`config.mk`:
```
export PLATFORM = sky130hd
export DESIGN_NAME = block_motion_ctrl
export DESIGN_NICKNAME = d
export VERILOG_FILES = /design/src/rtl/block_pkg.sv /design/src/rtl/frame_tick_gen.sv /design/src/rtl/block_motion_ctrl.sv
export SDC_FILE = /design/constraint.sdc
export NUM_CORES = 1
export LEC_CHECK = 0
export ABC_AREA = 1
export BUFFER_PORTS_ARGS = -buffer_cell sky130_fd_sc_hd__buf_4
export CELL_PAD_IN_SITES_DETAIL_PLACEMENT = 0
export CELL_PAD_IN_SITES_GLOBAL_PLACEMENT = 1
export CORE_MARGIN = 2
export CORE_UTILIZATION = 43
export CTS_BUF_LIST = sky130_fd_sc_hd__clkbuf_16
export DETAILED_ROUTE_END_ITERATION = 10
export PLACE_DENSITY_LB_ADDON = 0.1
export SLEW_MARGIN = 20
export SYNTH_ARGS = -nofsm -noshare
export SYNTH_HDL_FRONTEND = slang
export SYNTH_HIERARCHICAL = 1
export SYNTH_SLANG_ARGS = --single-unit
export TNS_END_PERCENT = 30
```
`constraint.sdc`:
```
create_clock -name Clk -period 6.8 [get_ports Clk]
set_clock_uncertainty 0.15 [all_clocks]
set_input_delay 0.68 -clock Clk [delete_from_list [all_inputs] [get_ports Clk]]
set_output_delay 0.68 -clock Clk [all_outputs]
set_load 0.02 [all_outputs]
```
`src/rtl/block_pkg.sv`:
```
// rtl/block_pkg.sv - shared state encoding and geometry defaults for falling-block control
package block_pkg;

  localparam int BLOCK_SIZE_DEF  = 16;
  localparam int PLAYER_SIZE_DEF = 16;
  localparam int SCREEN_H_DEF    = 480;

  typedef enum logic [1:0] {
    ST_IDLE,
    ST_FALL,
    ST_HIT,
    ST_DONE
  } state_e;

endpackage

```
`src/rtl/frame_tick_gen.sv`:
```
// rtl/frame_tick_gen.sv - synchronizes frame_clk into Clk and emits a one-cycle pulse per rising edge
module frame_tick_gen (
  input  logic Clk,
  input  logic Reset,
  input  logic frame_clk,
  output logic frame_tick
);

  logic       sync1_q;
  logic       sync2_q;
  logic       prev_q;
  logic [2:0] warm_q;

  // warm_q holds off the edge detector until prev_q carries a real sample,
  // so a frame_clk already high at reset release is not mistaken for an edge.
  always_ff @(posedge Clk or posedge Reset) begin
    if (Reset) begin
      sync1_q <= 1'b0;
      sync2_q <= 1'b0;
      prev_q  <= 1'b0;
      warm_q  <= 3'b000;
    end else begin
      sync1_q <= frame_clk;
      sync2_q <= sync1_q;
      prev_q  <= sync2_q;
      warm_q  <= {warm_q[1:0], 1'b1};
    end
  end

  assign frame_tick = warm_q[2] & sync2_q & ~prev_q;

endmodule

```
`src/rtl/block_motion_ctrl.sv`:
```
// rtl/block_motion_ctrl.sv - falling-block motion FSM with player collision and level-end detection
module block_motion_ctrl
  import block_pkg::*;
#(
  parameter int BLOCK_SIZE  = BLOCK_SIZE_DEF,
  parameter int PLAYER_SIZE = PLAYER_SIZE_DEF,
  parameter int SCREEN_H    = SCREEN_H_DEF
) (
  input  logic       Clk,
  input  logic       Reset,
  input  logic       frame_clk,
  input  logic       block_ready,
  input  logic [9:0] spawn_x,
  input  logic [3:0] fall_step,
  input  logic [9:0] player_x,
  input  logic [9:0] player_y,
  output logic [9:0] block_x,
  output logic [9:0] block_y,
  output logic       block_visible,
  output logic       collision,
  output logic       end_level
);

  state_e      state_q, state_d;
  logic [9:0]  bx_q, bx_d;
  logic [9:0]  by_q, by_d;
  logic [3:0]  step_q, step_d;
  logic        coll_q, coll_d;
  logic        frame_tick;
  logic        overlap;
  logic [10:0] next_y;

  frame_tick_gen u_frame_tick_gen (
    .Clk       (Clk),
    .Reset     (Reset),
    .frame_clk (frame_clk),
    .frame_tick(frame_tick)
  );

  // 11-bit sums so edges near 1023 never wrap into a false overlap.
  assign overlap = ({1'b0, bx_q} < ({1'b0, player_x} + 11'(PLAYER_SIZE))) &&
                   ({1'b0, player_x} < ({1'b0, bx_q} + 11'(BLOCK_SIZE))) &&
                   ({1'b0, by_q} < ({1'b0, player_y} + 11'(PLAYER_SIZE))) &&
                   ({1'b0, player_y} < ({1'b0, by_q} + 11'(BLOCK_SIZE)));

  assign next_y = {1'b0, by_q} + {7'b0, step_q};

  always_ff @(posedge Clk or posedge Reset) begin
    if (Reset) begin
      state_q <= ST_IDLE;
      bx_q    <= '0;
      by_q    <= '0;
      step_q  <= '0;
      coll_q  <= 1'b0;
    end else begin
      state_q <= state_d;
      bx_q    <= bx_d;
      by_q    <= by_d;
      step_q  <= step_d;
      coll_q  <= coll_d;
    end
  end

  always_comb begin
    state_d = state_q;
    bx_d    = bx_q;
    by_d    = by_q;
    step_d  = step_q;
    coll_d  = 1'b0;
    unique case (state_q)
      ST_IDLE: begin
        if (block_ready) begin
          state_d = ST_FALL;
          bx_d    = spawn_x;
          by_d    = '0;
          step_d  = fall_step;
        end
      end
      ST_FALL: begin
        if (!block_ready) begin
          state_d = ST_IDLE;
          bx_d    = '0;
          by_d    = '0;
        end else if (overlap) begin
          state_d = ST_HIT;
          coll_d  = 1'b1;
        end else if (frame_tick) begin
          if (next_y > 11'(SCREEN_H - BLOCK_SIZE)) begin
            state_d = ST_DONE;
          end else begin
            by_d = next_y[9:0];
          end
        end
      end
      ST_HIT, ST_DONE: begin
        if (!block_ready) begin
          state_d = ST_IDLE;
          bx_d    = '0;
          by_d    = '0;
        end
      end
      default: state_d = ST_IDLE;
    endcase
  end

  assign block_x       = bx_q;
  assign block_y       = by_q;
  assign block_visible = (state_q == ST_FALL);
  assign collision     = coll_q;
  assign end_level     = (state_q == ST_DONE);

endmodule

```
==> impl_metrics.tcl <==
set metrics [dict create \
    outcome "complete, no violations" \
    antenna_found_initial 0 \
    design.portCount 61 \
    crit_required_ns 6.82 \
    grt_pass1_wl_um 11760 \
    layout-drive-gt1-share 0.1967 \
    finalNetCount 568 \
    die_h_um 88.30 \
    drt_iter0_markers 89 \
    cts_root_buffer "clkbuf_16" \
    ant_nets 0 \
    cpMostUsedCell "nand2_1" \
    ys_ff_latch 33 \
    yosysTopAreaCell "dfrtp_1" \
    ys_types 34 \
    worst-path-buf-inv 0 \
    gp_congestion 0.8193 \
    first_global_vias 2624 \
    synth_top_area_frac 0.2703 \
    clock_latency_ns 0.28 \
    clk_path_buf_depth 2 \
    fmax_mhz 364.4 \
    crit_chain "ha_1, nand3_1, nand2_1, nand2_1, ha_1, nand2_1, nor2_1, nand2_1, nor2_1, nor2_4, nand3_4, nand3_4, nand2_1, nand2_1" \
    finalHoldViolCount 0 \
    vias_per_cell 4.779 \
    r2r_start "block_y[4]" \
    start_util 0.4473 \
    critPathKind "reg2reg" \
    layout_commonest_cell "nand2_1" \
    cp-startpoint "block_y[4]" \
    r2r_slack_ns 4.06 \
    core_mm2 0.006832 \
    drc 0 \
    finalSetupViolations 0 \
    syn2layout_area_growth_pct 22.32 \
    reg2reg_depth 14 \
    post_cts_resized 0 \
    relSlewSlack 0.4366 \
    post_cts_buffers 0 \
    setup.worst_path.start_class "register" \
    cts_made_buffers 5 \
    p_per_area_mw_per_mm2 344.2 \
    final-max-slew-violation-count 0 \
    max_stage_delay_ns 0.54 \
    grt_usage 0.1896 \
    routedWlPerCell_um 12.09 \
    synth_nets 506 \
    diodes 0 \
    ctsHtreeMaxLevel 2 \
    die_x_um 88.30 \
    crit_family "simple AND/OR/NAND/NOR gates" \
    arrival_ns 2.76 \
    drt_wl_total_um 7058 \
    rows 30 \
    clock-sinks 33 \
    hp-class "in2async" \
    grt_max_degree 28 \
    crit_fanout 11 \
    dp.cells 576 \
    seq_area_frac_synth 0.2703 \
    cp-end-kind "register" \
    fin_cells 584 \
    synth_area_mm2 0.003055 \
    fillCellCount 724 \
    num_vias 2791 \
    hpwl_um 5817 \
    tritoncts "yes" \
    setup_tns_ns 0 \
    dieArea_mm2 0.007796 \
    synthTopCellsByArea "dfrtp_1 27%, ha_1 17%, nand2_1 15%" \
    synth_area_per_cell_um2 7.189 \
    cap_violations 0 \
    firstDrtPassIters 4 \
    p_leak_nw 2.049 \
    layout_min_cycle_time_ns 2.744 \
    grt_overflow_total 0 \
    rsz0062_at_grt "no" \
    reg2reg_to "block_y[5]" \
    worst_pin_slew_ns 0.8419 \
    port_buffers 60 \
    crit_path_top_delay_cell "dfrtp_1" \
    cts.hold.buffers_added 0 \
    synthCells 425 \
    ir_worst_vdd_v 0.0002213 \
    period_share 0.4036 \
    final_cell_mix "121 x nand2_1, 60 x buf_4, 52 x inv_1" \
    clk_pin_slew_ns 0.05 \
    synth_warnings 6 \
]
worst register-to-register path, stage by stage (launching register included):
cell	delay, ns
dfrtp_1	0.54
ha_1	0.31
nand3_1	0.13
nand2_1	0.11
nand2_1	0.07
ha_1	0.28
nand2_1	0.05
nor2_1	0.17
nand2_1	0.07
nor2_1	0.18
nor2_4	0.08
nand3_4	0.16
nand3_4	0.17
nand2_1	0.10
nand2_1	0.05
kinds of logic (layout without fill, tap and decap cells):
group | Yosys count | after routing | share of synthesized area
and+or+nand+nor | 228 | 228 | 0.3419
buffers and inverters | 64 | 127 | 0.08190
adders and majority gates | 43 | 43 | 0.1785
AOI/OAI and AO/OA | 36 | 36 | 0.06634
DFF | 33 | 33 | 0.2703
xor gates and xnor gates | 17 | 17 | 0.04873
muxes | 3 | 3 | 0.01106
other | 1 | 1 | 0.001227
final cells by class:
type                            count  area [um^2]  area share
Multi-Input combinational cell    328         1979      0.5296
Inverter                           59        221.5     0.05926
Clock buffer                        5        125.1     0.03348
Tap cell                           96        120.1     0.03214
Timing Repair Buffer               60        450.4      0.1205
Clock inverter                      3        15.01    0.004017
Sequential cell                    33        825.8      0.2210
power breakdown:
group / switching (mW) / total, mW / internal [mW]
clock network: 0.0786 / 0.211 / 0.133
registers: 0.0837 / 0.344 / 0.261
logic: 0.444 / 0.731 / 0.286
metal layers:
layer  global-route usage  wire length, um  vias up
met4              0.03719               56        0
met2               0.3124             3250       46
li1                     -                -     1489
met3              0.03172              203        6
met1               0.2654             3547     1250
met5                    0                0        -
flip-flops by register name (all words and copies together) (netlist names):
name                      flops
u_frame_tick_gen/sync2_q      1
collision                     1
step_q                        4
u_frame_tick_gen/sync1_q      1
block_y                      10
u_frame_tick_gen/warm_q       3
u_frame_tick_gen/prev_q       1
block_x                      10
state_q                       2
cell usage after synthesis:
| cell | count |
|---|---|
| nand2_1 | 121 |
| inv_1 | 51 |
| ha_1 | 42 |
| nor2_1 | 42 |
| dfrtp_1 | 33 |
| nand3_1 | 33 |
| a21oi_1 | 15 |
| o21ai_0 | 12 |
| xor2_1 | 12 |
| nand4_1 | 11 |
| inv_2 | 7 |
| nand2_2 | 7 |
| xnor2_1 | 5 |
| a21o_1 | 4 |
| mux2_2 | 3 |
| nand3b_1 | 3 |
| a21oi_2 | 2 |
| buf_2 | 2 |
| clkbuf_1 | 2 |
| nand3_4 | 2 |
| nor2_2 | 2 |
| nor2_4 | 2 |
| a211oi_1 | 1 |
| a21boi_0 | 1 |
| buf_6 | 1 |
| clkinv_1 | 1 |
| conb_1 | 1 |
| fa_1 | 1 |
| nand2_4 | 1 |
| nand3_2 | 1 |
| nand3b_4 | 1 |
| nor3_1 | 1 |
| nor3_4 | 1 |
| o21ai_1 | 1 |
worst max path at each step:
stage,endpoint,depth (start not counted)
detailed placement,block_y[1],18
finish,block_y[5],14
global placement,block_y[6],18
CTS,block_y[5],14
floorplan,block_y[4],17
global route,block_y[6],14
metrics by stage:
step | util | power (mW) | setup slack, ns | area (um^2) | hold slack, ns
2_1_floorplan | - | 0.8500 | 4.209 | 3055 | 0.1812
4_1_cts | 0.5471 | 1.301 | 4.034 | 3737 | 0.1771
3_5_place_dp | 0.5266 | 1.085 | 3.855 | 3597 | 0.1847
5_1_grt | 0.5471 | 1.418 | 3.787 | 3737 | 0.1879
3_3_place_gp | 0.5266 | 1.072 | 3.911 | 3597 | 0.1821
6_report | 0.5471 | 1.286 | 4.056 | 3737 | 0.1827
No activity file was read; power rests on OpenSTA's default activity.
